## config.mk

```make
export PLATFORM = sky130hd
export DESIGN_NAME = fifo_sclk_param_flat
export DESIGN_NICKNAME = d
export VERILOG_FILES = /design/src/rtl/fifo_pkg.sv /design/src/rtl/fifo_sclk_param_if.sv /design/src/rtl/dpram_sclk_param.sv /design/src/rtl/fifo_sclk_param.sv /design/src/flat_wrapper.sv
export SDC_FILE = /design/constraint.sdc
export NUM_CORES = 1
export LEC_CHECK = 0
export ABC_AREA = 1
export CAP_MARGIN = 20
export CORE_UTILIZATION = 60
export DETAILED_ROUTE_END_ITERATION = 8
export DONT_BUFFER_PORTS = 1
export PLACE_DENSITY_LB_ADDON = 0.1
export SKIP_CTS_REPAIR_TIMING = 1
export SYNTH_ARGS = -nofsm -noshare
export SYNTH_HDL_FRONTEND = slang
export SYNTH_SLANG_ARGS = --single-unit
```

## constraint.sdc

```tcl
create_clock -name clk -period 5.72 [get_ports clk]
set_clock_uncertainty 0.05 [all_clocks]
set_input_delay 1.144 -clock clk [delete_from_list [all_inputs] [get_ports clk]]
set_output_delay 1.144 -clock clk [all_outputs]
set_load 0.05 [all_outputs]
```

## src/rtl/fifo_pkg.sv

```systemverilog
// Shared constants, depth helper and op encoding for the single-clock FIFO and its RAM.
package fifo_pkg;

  localparam int unsigned LINE_SIZE_DEF    = 12;
  localparam int unsigned ADDRESS_SIZE_DEF = 3;

  // data_out reset value, replicated across the line width by users
  localparam bit DATA_OUT_RST_BIT = 1'b0;

  typedef enum logic [1:0] {
    OpNone = 2'b00,
    OpPop  = 2'b01,
    OpPush = 2'b10,
    OpBoth = 2'b11
  } fifo_op_e;

  function automatic int unsigned fifo_depth(input int unsigned address_size);
    return 32'd1 << address_size;
  endfunction

endpackage

```

## src/rtl/fifo_sclk_param_if.sv

```systemverilog
// Push/pop and status bundle for fifo_sclk_param; slave is the FIFO, master the user.
interface fifo_sclk_param_if
  import fifo_pkg::*;
#(
  parameter int unsigned LINE_SIZE    = LINE_SIZE_DEF,
  parameter int unsigned ADDRESS_SIZE = ADDRESS_SIZE_DEF
) ();

  logic                  push;
  logic                  pop;
  logic [LINE_SIZE-1:0]  data_in;
  logic [LINE_SIZE-1:0]  data_out;
  logic                  full;
  logic                  empty;
  logic                  almost_full;
  logic                  almost_empty;
  logic [ADDRESS_SIZE:0] count;
  logic                  overflow_err;
  logic                  underflow_err;

  modport master (
    output push, pop, data_in,
    input  data_out, full, empty, almost_full, almost_empty, count, overflow_err, underflow_err
  );

  modport slave (
    input  push, pop, data_in,
    output data_out, full, empty, almost_full, almost_empty, count, overflow_err, underflow_err
  );

endinterface

```

## src/rtl/dpram_sclk_param.sv

```systemverilog
// Single-clock dual-port RAM: one write port, one registered read port, read-before-write.
module dpram_sclk_param
  import fifo_pkg::*;
#(
  parameter int unsigned LINE_SIZE    = LINE_SIZE_DEF,
  parameter int unsigned ADDRESS_SIZE = ADDRESS_SIZE_DEF
) (
  input  logic                    clk,
  input  logic                    i_rst,
  input  logic                    i_we,
  input  logic [ADDRESS_SIZE-1:0] i_waddr,
  input  logic [LINE_SIZE-1:0]    i_wdata,
  input  logic                    i_re,
  input  logic [ADDRESS_SIZE-1:0] i_raddr,
  output logic [LINE_SIZE-1:0]    o_rdata
);

  localparam int unsigned DEPTH = fifo_depth(ADDRESS_SIZE);

  logic [LINE_SIZE-1:0] r_mem [DEPTH];
  logic [LINE_SIZE-1:0] r_rdata;

  // Memory is never cleared; only the read register has a reset value.
  always_ff @(posedge clk) begin
    if (i_we) begin
      r_mem[i_waddr] <= i_wdata;
    end
  end

  // Non-blocking read of the pre-edge contents gives read-before-write on collision.
  always_ff @(posedge clk) begin
    if (i_rst) begin
      r_rdata <= {LINE_SIZE{DATA_OUT_RST_BIT}};
    end else if (i_re) begin
      r_rdata <= r_mem[i_raddr];
    end
  end

  assign o_rdata = r_rdata;

endmodule

```

## src/rtl/fifo_sclk_param.sv

```systemverilog
// Parametrised single-clock FIFO with registered flags; sticky error flags exist only when
// FIFO_ERR_FLAGS_EN is defined, otherwise overflow_err/underflow_err are tied low.
module fifo_sclk_param
  import fifo_pkg::*;
#(
  parameter int unsigned LINE_SIZE       = LINE_SIZE_DEF,
  parameter int unsigned ADDRESS_SIZE    = ADDRESS_SIZE_DEF,
  parameter int unsigned ALMOST_FULL_TH  = 6,
  parameter int unsigned ALMOST_EMPTY_TH = 2
) (
  input  logic              clk,
  input  logic              reset,
  fifo_sclk_param_if.slave  bus
);

  localparam int unsigned DEPTH = fifo_depth(ADDRESS_SIZE);
  localparam logic [ADDRESS_SIZE:0] DEPTH_CNT = (ADDRESS_SIZE+1)'(DEPTH);

  logic [ADDRESS_SIZE-1:0] r_wr_ptr;
  logic [ADDRESS_SIZE-1:0] r_rd_ptr;
  logic [ADDRESS_SIZE:0]   r_count;
  logic [ADDRESS_SIZE:0]   w_count_d;
  logic                    r_full;
  logic                    r_empty;
  logic                    r_afull;
  logic                    r_aempty;
  logic                    w_push_acc;
  logic                    w_pop_acc;
  fifo_op_e                w_op;

  // A push into a full FIFO is legal only when a pop frees the slot on the same edge.
  assign w_push_acc = !reset && bus.push && (!r_full || bus.pop);
  assign w_pop_acc  = !reset && bus.pop && !r_empty;
  assign w_op       = fifo_op_e'({w_push_acc, w_pop_acc});

  always_comb begin
    w_count_d = r_count;
    case (w_op)
      OpPush:  w_count_d = r_count + (ADDRESS_SIZE+1)'(1);
      OpPop:   w_count_d = r_count - (ADDRESS_SIZE+1)'(1);
      default: w_count_d = r_count;
    endcase
  end

  always_ff @(posedge clk) begin
    if (reset) begin
      r_wr_ptr <= '0;
      r_rd_ptr <= '0;
      r_count  <= '0;
      r_full   <= 1'b0;
      r_empty  <= 1'b1;
      r_afull  <= (ALMOST_FULL_TH == 0);
      r_aempty <= 1'b1;
    end else begin
      if (w_push_acc) begin
        r_wr_ptr <= r_wr_ptr + ADDRESS_SIZE'(1);
      end
      if (w_pop_acc) begin
        r_rd_ptr <= r_rd_ptr + ADDRESS_SIZE'(1);
      end
      r_count  <= w_count_d;
      r_full   <= (w_count_d == DEPTH_CNT);
      r_empty  <= (w_count_d == '0);
      r_afull  <= (32'(w_count_d) >= ALMOST_FULL_TH);
      r_aempty <= (32'(w_count_d) <= ALMOST_EMPTY_TH);
    end
  end

  dpram_sclk_param #(
    .LINE_SIZE    (LINE_SIZE),
    .ADDRESS_SIZE (ADDRESS_SIZE)
  ) u_ram (
    .clk     (clk),
    .i_rst   (reset),
    .i_we    (w_push_acc),
    .i_waddr (r_wr_ptr),
    .i_wdata (bus.data_in),
    .i_re    (w_pop_acc),
    .i_raddr (r_rd_ptr),
    .o_rdata (bus.data_out)
  );

  assign bus.full         = r_full;
  assign bus.empty        = r_empty;
  assign bus.almost_full  = r_afull;
  assign bus.almost_empty = r_aempty;
  assign bus.count        = r_count;

`ifdef FIFO_ERR_FLAGS_EN
  logic r_overflow_err;
  logic r_underflow_err;

  always_ff @(posedge clk) begin
    if (reset) begin
      r_overflow_err  <= 1'b0;
      r_underflow_err <= 1'b0;
    end else begin
      if (bus.push && r_full && !bus.pop) begin
        r_overflow_err <= 1'b1;
      end
      if (bus.pop && r_empty) begin
        r_underflow_err <= 1'b1;
      end
    end
  end

  assign bus.overflow_err  = r_overflow_err;
  assign bus.underflow_err = r_underflow_err;
`else
  assign bus.overflow_err  = 1'b0;
  assign bus.underflow_err = 1'b0;
`endif

endmodule
```

## src/flat_wrapper.sv

```systemverilog
// flat-port wrapper written by rule: the top's interface ports become plain ports
module fifo_sclk_param_flat import fifo_pkg::*;
#(
  parameter int unsigned LINE_SIZE       = LINE_SIZE_DEF,
  parameter int unsigned ADDRESS_SIZE    = ADDRESS_SIZE_DEF,
  parameter int unsigned ALMOST_FULL_TH  = 6,
  parameter int unsigned ALMOST_EMPTY_TH = 2
)
  (clk, reset, bus_push, bus_pop, bus_data_in, bus_data_out, bus_full, bus_empty, bus_almost_full, bus_almost_empty, bus_count, bus_overflow_err, bus_underflow_err);
  fifo_sclk_param_if #(.LINE_SIZE(LINE_SIZE), .ADDRESS_SIZE(ADDRESS_SIZE)) bus_i ();
  input  logic clk;
  input  logic reset;
  input wire logic [$bits(bus_i.push)-1:0] bus_push;
  input wire logic [$bits(bus_i.pop)-1:0] bus_pop;
  input wire logic [$bits(bus_i.data_in)-1:0] bus_data_in;
  output wire logic [$bits(bus_i.data_out)-1:0] bus_data_out;
  output wire logic [$bits(bus_i.full)-1:0] bus_full;
  output wire logic [$bits(bus_i.empty)-1:0] bus_empty;
  output wire logic [$bits(bus_i.almost_full)-1:0] bus_almost_full;
  output wire logic [$bits(bus_i.almost_empty)-1:0] bus_almost_empty;
  output wire logic [$bits(bus_i.count)-1:0] bus_count;
  output wire logic [$bits(bus_i.overflow_err)-1:0] bus_overflow_err;
  output wire logic [$bits(bus_i.underflow_err)-1:0] bus_underflow_err;
  assign bus_i.push = bus_push;
  assign bus_i.pop = bus_pop;
  assign bus_i.data_in = bus_data_in;
  assign bus_data_out = bus_i.data_out;
  assign bus_full = bus_i.full;
  assign bus_empty = bus_i.empty;
  assign bus_almost_full = bus_i.almost_full;
  assign bus_almost_empty = bus_i.almost_empty;
  assign bus_count = bus_i.count;
  assign bus_overflow_err = bus_i.overflow_err;
  assign bus_underflow_err = bus_i.underflow_err;
  fifo_sclk_param #(.LINE_SIZE(LINE_SIZE), .ADDRESS_SIZE(ADDRESS_SIZE), .ALMOST_FULL_TH(ALMOST_FULL_TH), .ALMOST_EMPTY_TH(ALMOST_EMPTY_TH)) u_core (.clk(clk), .reset(reset), .bus(bus_i));
endmodule
```

== Word-level counts from Yosys, hierarchy flattened ==
Memory sizes are Yosys's and may differ from the RTL's. A register that Yosys moved wholly into a read port is not among the register bits.
Cells that the tools add are included.

* Mux-type cells: 3
* $add $sub $neg: 4
* Order comparisons: 2
* Reductions and logical operators: 9
* Equality and inequality tests: 3

{| class="wikitable"
|+ Operators by type and width
! cell !! count
|-
| one-hot mux 4 bit (2 select lines) || 1
|-
| adder 3 x 1 -> 3 bit (second input constant) || 2
|-
| adder 4 x 1 -> 4 bit (second input constant) || 1
|-
| equality test 4 bit (second input constant) || 1
|-
| greater-or-equal comparator 4 x 3 -> 1 bit (second input constant) || 1
|-
| less-or-equal comparator 4 x 2 -> 1 bit (second input constant) || 1
|-
| logical AND 1 bit || 4
|-
| zero test 4 bit || 1
|-
| subtractor 4 x 1 -> 4 bit (second input constant) || 1
|-
| zero test 1 bit || 3
|-
| equality test 2 x 1 -> 1 bit (second input constant) || 1
|-
| equality test 2 bit (second input constant) || 1
|-
| 2-to-1 mux 1 bit || 2
|-
| logical OR 1 bit || 1
|}

* Logic and storage cells: 29
* Memory bits (writable): 96
* Output and inout bits: 22
* Input port bits: 16
* Memories kept: 1
* Bits in registers: 14

{| class="wikitable"
|+ Memories
! memory !! words !! width !! rd ports !! clocked after memory_dff !! wr ports !! RTL line !! RTL
|-
| u_core.u_ram.r_mem || 8 || 12 || 1 || 1 || 1 || dpram_sclk_param.sv:20 || <nowiki>logic [LINE_SIZE-1:0] r_mem [DEPTH];</nowiki>
|}

== Longest topological paths before layout ==
Gate-level depths: netlist of run 1.

* Depth after elaboration: 6
* Mapped depth: 17

== Hierarchy ==
From an unflattened synthesis of run 1, not the netlist that was laid out.

* Cells, all modules: 548
* Area, all modules: 5,290.1 µm²

{| class="wikitable"
|+ By module, submodules not included
! module !! area an instance (µm²) !! times used !! cells each
|-
| dpram_sclk_param || 4,553.1 || 1 || 449
|-
| fifo_sclk_param || 737.0 || 1 || 99
|}

== Worst setup path before layout of run 1 ==
No wires, ideal clock.

* Path type: in2reg
* From: input reset
* To: register u_core.r_empty (netlist: u_core.bus.empty)
* Stages on the path: 15
* Setup slack: 3,002 ps
* Data arrival time: 2,599 ps
* Path through: buf_6 -> nor2_4 -> nand2_4 -> nand2_4 -> nand2_1 -> nand2_1 -> inv_1 -> ha_1 -> o21ai_0 -> inv_1 -> nor2_1 -> nand3_2 -> nand2_1 -> inv_1 -> a21oi_1

* Longest elaborated chain between the ends: 6

{| class="wikitable"
|+ Ends and longest elaborated chain
! element !! RTL line !! RTL
|-
| from (decl) || flat_wrapper.sv:12 || <nowiki>input logic reset;</nowiki>
|-
| zero test 1 bit || fifo_sclk_param.sv:32, fifo_sclk_param.sv:33 ||
|-
| logical AND 1 bit, on equally long branches (2 in a row) || fifo_sclk_param.sv:33, fifo_sclk_param.sv:32 ||
|-
| equality test 2 x 1 -> 1 bit or equality test 2 bit (tied branches) || fifo_sclk_param.sv:38 || <nowiki>case (w_op)</nowiki>
|-
| one-hot mux 4 bit (2 select lines) || fifo_sclk_param.sv:38 ||
|-
| zero test 4 bit || fifo_sclk_param.sv:63 || <nowiki>r_empty <= (w_count_d == '0);</nowiki>
|-
| to (signal assigned) || fifo_sclk_param.sv:63 ||
|-
| to (decl) || fifo_sclk_param.sv:24 || <nowiki>logic r_empty;</nowiki>
|}

Parallel ways exist; a longest one is shown, timed or not.
A chain may end at the register's enable or synchronous reset.

== Worst setup path in the final report of run 1 ==
* From: register u_core.r_full (netlist: u_core.bus.full)
* To: register u_core.r_empty (netlist: u_core.bus.empty)

* Longest elaborated chain between the ends: 6

{| class="wikitable"
|+ Ends and longest elaborated chain
! element !! RTL line !! RTL
|-
| from (decl) || fifo_sclk_param.sv:23 || <nowiki>logic r_full;</nowiki>
|-
| from (signal assigned) || fifo_sclk_param.sv:62 || <nowiki>r_full <= (w_count_d == DEPTH_CNT);</nowiki>
|-
| zero test 1 bit * || fifo_sclk_param.sv:32 || <nowiki>assign w_push_acc = !reset && bus.push && (!r_full || bus.pop);</nowiki>
|-
| logical OR 1 bit * || fifo_sclk_param.sv:32 ||
|-
| logical AND 1 bit * || fifo_sclk_param.sv:32 ||
|-
| equality test 2 x 1 -> 1 bit or equality test 2 bit (tied branches) || fifo_sclk_param.sv:38 ||
|-
| one-hot mux 4 bit (2 select lines) * || fifo_sclk_param.sv:38 ||
|-
| zero test 4 bit * || fifo_sclk_param.sv:63 ||
|}

Every way passes the cells marked *; elsewhere a longest branch is shown, timed or not.

==> flow_summary.toml, run 1 <==
[finish]
syn2layout_area_growth_pct = 13.3
mostFrequentLayoutCells = "96 x edfxtp_1, 73 x o21ai_0, 64 x nor2_1, 26 x inv_1, 26 x dfxtp_1"
design_area_um2 = 5480
final_common_cell = "edfxtp_1"
finalNetCount = 432
final_util_pct = 70.6
layout-drive-gt1-share_pct = 12.0
antennaDiodeCount = 0
layout.cells.non_filler = 527

[drt]
viasPerCell = 5.77
drtAntennaViolNets = 0
avgRoutedWirePerCell_um = 18.0
drt_iter0_markers = 222
firstDrtPassIters = 5
dr_total_vias = 3040
drc = 0
wl_mm = 9.49

[sta]
min_period_ns = 2.50
worst_slack_ns = 3.22
fmax_ghz = 0.400
fin_setup_tns_ns = 0
fin_crit_sh_pct = 43.8
worstMarginPinSlew_ns = 1.10
whs_ns = 0.453
slew_viol_final = 0
hold_viol = 0
rsz0062_at_grt = "no"
max-slew-margin-rel_pct = 26.5
setup_viol = 0

[synth]
synth_cells = 407
synth_cell_types = 25
synth_top_area_share_pct = 59.6
netlist_area_um2 = 4840
yosysWarnings = 0
yosysTopAreaCell = "edfxtp_1"
synth_area_leaders = "edfxtp_1 60%, dfxtp_1 11%, o21ai_0 7.6%"
synth-seq-cells = 122
yosysSeqAreaShare_pct = 70.3
syn_area_per_cell_um2 = 11.9

[global_route]
grt_pass1_vias = 2967
grt_overflow_total = 0
grt_use_total_pct = 24.5
grt_antenna_before_repair = 0
grt_pass1_wl_mm = 15.0
grt_max_degree = 51

[hold_path]
hold_depth = 2
min_from = "u_core.r_wr_ptr[0]"
min_to = "u_core.r_wr_ptr[0]"
hold_class = "reg2reg"

[critical_path]
required_ns = 6.10
cp-start-kind = "flop"
r2r_end = "u_core.bus.empty"
rr_worst_depth = 13
endpoint_kind = "flop"
worstPathArrival_ns = 2.89
reg2reg_slack_ns = 3.22
path_max_fanout = 9
path_class = "reg2reg"
timing.rr.start = "u_core.bus.full"

[die]
placementRows = 32
die_w_um = 91.8
ios = 38
fp.dieH_um = 91.8
core_area_um2 = 7770
die-area_um2 = 8430
start_util_pct = 62.3

[power_and_ir_drop]
netSwitchingPower_uw = 648
intPower_mw = 1.69
p_sw_share_pct = 27.7
p_comb_share_pct = 10.5
finalPower_mw = 2.34
max-vdd-ir-drop_v = 0.000237
p_seq_share_pct = 47.9
leakagePower_nw = 1.96
powerDensity_nw_per_um2 = 427
clkPwrFrac_pct = 41.5

[place]
port_buffers = 0
placed_cell_area_um2 = 4880
hpwl_mm = 5.78
gp_congestion = 0.849
pre_cts_ws_ns = 2.77
dp.cells = 490

[cts]
cts_tree = "built"
cts_buffer_depth = 2
cts_root_buffer = "clkbuf_8"
clk_pin_slew_ns = 0.05
htree_levels = 4
cts_num_sinks = 122
clk_latency_ns = 0.51
tritoncts.num_buffers = 17

[outcome]
status = "complete, no violations"

[flow_run]
maxCapViolations = 0
==> flip-flops by register name (all words and copies together) (netlist names) <==
| name | flops |
|---|---|
| u_core.u_ram.r_mem | 96 |
| u_core.u_ram.o_rdata | 12 |
| u_core.bus.count | 4 |
| u_core.r_rd_ptr | 3 |
| u_core.r_wr_ptr | 3 |
| u_core.bus.almost_empty | 1 |
| u_core.bus.almost_full | 1 |
| u_core.bus.empty | 1 |
| u_core.bus.full | 1 |
==> kinds of logic (layout without fill, tap and decap cells) <==
| kind of cell | Yosys count | in the layout | synth area share, % |
|---|---|---|---|
| fa+ha+maj | 4 | 4 | 1.03 |
| flops | 122 | 122 | 70.3 |
| simple gates | 108 | 108 | 10.2 |
| compound gates | 122 | 122 | 13.9 |
| buf+inv | 48 | 65 | 4.11 |
| xor+xnor | 2 | 2 | 0.362 |
| other cells | 1 | 2 | 0.0775 |
==> layout make-up <==
cell class	instances	area, um^2
clock buffer	25	484
clock inverter	7	67.6
fill	556	2290
inverter	26	97.6
multi-input combinational	238	1240
sequential	122	3400
tap	102	128
timing repair buffer	7	60.1
==> critical path, stage by stage (launching register included) <==
cell and delay, ns:
dfxtp_1 0.64, nand2_1 0.18, nand2_4 0.18, nand3_2 0.12, nand2_1 0.13, inv_1 0.05
ha_1 0.25, o21ai_0 0.27, inv_1 0.12, nor2_1 0.14, nand3_2 0.10, nand2_1 0.06
inv_1 0.04, a21oi_1 0.10
==> power by group through the flow <==
| stage | logic, mW | registers, mW | clock network (mW) |
|---|---|---|---|
| 2_1_floorplan | 0.192 | 1.13 | 0 |
| 3_3_place_gp | 0.235 | 1.14 | 0 |
| 3_5_place_dp | 0.239 | 1.14 | 0 |
| 4_1_cts | 0.242 | 1.12 | 0.978 |
| 5_1_grt | 0.277 | 1.13 | 1.02 |
| 6_report | 0.246 | 1.12 | 0.972 |
==> how the worst max path moves through the flow <==
stage / from / end / cells after the start
3_3_place_gp: bus_push / u_core.u_ram.r_mem[4][2] / 6
3_5_place_dp: bus_push / u_core.u_ram.r_mem[2][0] / 6
6_report: u_core.bus.full / u_core.bus.empty / 13
4_1_cts: u_core.bus.full / u_core.bus.empty / 13
5_1_grt: u_core.bus.full / u_core.bus.empty / 13
2_1_floorplan: reset / u_core.bus.empty / 15
==> synth_stat cells <==
cell type / number
o22ai_1: 12
ha_1: 4
edfxtp_1: 96
dfxtp_1: 26
nor2_4: 2
conb_1: 1
nand2_2: 5
nand2_4: 2
nor2_1: 64
o221ai_1: 12
nand3_2: 6
a21oi_1: 20
nand3_1: 3
clkbuf_1: 15
buf_2: 3
inv_1: 26
nor2_2: 1
buf_1: 1
o21ai_1: 4
nand2_1: 25
a211oi_1: 1
o21ai_0: 73
xnor2_1: 2
buf_6: 1
buf_4: 2
==> per-layer routing <==
layer | GRT usage [%] | routed length [um]
met1 | 34.5 | 4340
met2 | 35.6 | 4270
met4 | 10.5 | 93
met5 | 0 | 0
met3 | 7.30 | 778
Power figures use the tool's default switching activity.
==> inputs of run 2 (changes only) <==
- ABC_AREA: 1 -> 0
- CORE_UTILIZATION: 60 -> 56
- clock period: 5.72 -> 2.1 ns (I/O delays scaled with it)
==> flow_summary.toml, run 2 <==
[outcome]
status = "complete, but fails checks"
violations = "negative hold slack"

[synth]
synth_cells = 271
yosys-top-cells-count = "96 x edfxtp_1, 26 x dfxtp_1, 26 x nor2_1, 24 x mux4_2, 14 x mux2i_1"
synth_cell_types = 34
yosysTopAreaCell = "edfxtp_1"
synth-xor-area-share_pct = 1.11
synth_top_family_by_area = "multiplexers"
yosysSeqAreaShare_pct = 71.7
async_flop_share_pct = 0
synth.mux.area_fraction_pct = 14.3
synth-edff-count = 96
yosys.area_share.adder_pct = 1.05
synth_area_leaders = "edfxtp_1 61%, mux4_2 11%, dfxtp_1 11%"
synth-seq-cells = 122
syn_area_per_cell_um2 = 17.5
synth_top_flop_cell = "edfxtp_1"
synth_top_area_share_pct = 60.7
yosysWarnings = 0
yosys.cell_count.top_type = "edfxtp_1"
yosys.area_share.simple_pct = 6.17
synth_compound_area_share_pct = 3.59
netlist_area_um2 = 4750

[die]
placementRows = 33
core_area_um2 = 8220
die-area_um2 = 8850
fp.dieH_um = 94.1
start_util_pct = 57.8
ios = 38
die_w_um = 94.1

[finish]
final_common_cell = "edfxtp_1"
finalNetCount = 341
layout-drive-gt1-share_pct = 31.4
mostFrequentLayoutCells = "96 x edfxtp_1, 29 x buf_4, 26 x nor2_1, 24 x mux4_2, 22 x dfxtp_1"
syn2layout_area_growth_pct = 24.0
largest_register = "u_core.u_ram.r_mem"
largest_reg_flops = 96
antennaDiodeCount = 0

[drt]
viasPerCell = 5.79
wl_mm = 8.79
drc = 0
drtAntennaViolNets = 0
avgRoutedWirePerCell_um = 20.0
firstDrtPassIters = 4
drt_iter0_markers = 188
dr_total_vias = 2543

[sta]
slew_viol_final = 0
fin_crit_sh_pct = 99.1
setup_viol = 0
worstMarginPinSlew_ns = 0.579
whs_ns = -0.0686
max-slew-margin-rel_pct = 61.4
rsz0062_at_grt = "yes"
fin_setup_tns_ns = 0
hold_viol = 19
fmax_ghz = 0.480
min_period_ns = 2.08

[power_and_ir_drop]
leakagePower_nw = 1.96
max-vdd-ir-drop_v = 0.000607
finalPower_mw = 5.93
powerDensity_nw_per_um2 = 1010

[global_route]
grt_pass1_wl_mm = 13.2
grt_antenna_before_repair = 0
grt_pass1_vias = 2473
grt_overflow_total = 0
grt_use_total_pct = 21.8
grt_max_degree = 30

[critical_path]
cp-start-kind = "flop"
path_max_fanout = 3
path_class = "reg2reg"
required_ns = 2.45
endpoint_kind = "flop"
worstPathArrival_ns = 2.43

[cts]
tritoncts.num_buffers = 17
cts_buffer_depth = 2
cts_num_sinks = 122
cts_root_buffer = "clkbuf_8"
clk_pin_slew_ns = 0.06
clk_latency_ns = 0.50
htree_levels = 4
cts_tree = "built"

[place]
port_buffers = 0
gp_congestion = 0.784
hpwl_mm = 5.38

[flow_run]
maxCapViolations = 0

[hold_path]
hold_class = "in2reg"
run 2: metrics by stage:
step           setup slack, ns  instances  hold WS [ns]  area, um^2  utilization (%)
6_report                0.0187        439       -0.0686        5880             71.6
5_1_grt                -0.0510        439       -0.0950        5880             71.6
4_1_cts                 0.0418        421       -0.0965        5670             69.0
3_5_place_dp           -0.0509        389         0.430        5110             62.2
3_3_place_gp           -0.0213        389         0.437        5110             62.2
2_1_floorplan          -0.0749        272         0.412        4830                -
run 2: final cells by class:
cell class	instances	area, um^2
Tap cell	105	131
Timing Repair Buffer	48	428
Multi-Input combinational cell	131	1350
Clock buffer	17	414
Inverter	1	3.75
Clock inverter	15	149
Sequential cell	122	3410
Fill cell	539	2330
run 2: where the power goes:
group | internal [mW] | switching, mW
clock network | 1.69 | 1.02
logic | 0.201 | 0.217
registers | 2.67 | 0.134
run 2: critical path, stage by stage (launching register included):
cell and delay (ns):
dfxtp_4 0.35, nor4b_4 0.31, xor2_1 0.20, ha_2 0.22, a21oi_4 0.04, xor2_2 0.17, or3_4 0.34, and2_4 0.14
a41o_1 0.16
run 2: final timing paths:
kind / slack (ns) / cells past startpoint / end / startpoint
worst min-delay path: -0.07 / 1 / u_core.bus.count[1] / reset
worst max-delay path: 0.02 / 8 / u_core.bus.almost_empty / u_core.bus.empty
worst min register to register: 0.55 / 2 / u_core.r_wr_ptr[1] / u_core.r_wr_ptr[1]
worst max register to register: 0.02 / 8 / u_core.bus.almost_empty / u_core.bus.empty
run 2: kinds of logic (layout without fill, tap and decap cells):
logic type	after synthesis	after routing
muxes	38	38
other	1	2
buffers and inverters	19	81
adders and majority gates	4	4
xor gates and xnor gates	6	6
DFF	122	122
and+or+nand+nor	56	56
AOI/OAI and AO/OA	25	25
run 2: routing by layer:
metal	vias up	part of all wire [%]	wire length (um)	global-route usage, %
li1	1163	-	-	-
met1	1300	44	3900	29.2
met2	78	49	4300	33.5
met3	2	6.3	553	8.33
met4	0	0.30	26	6.28
met5	-	0	0	0
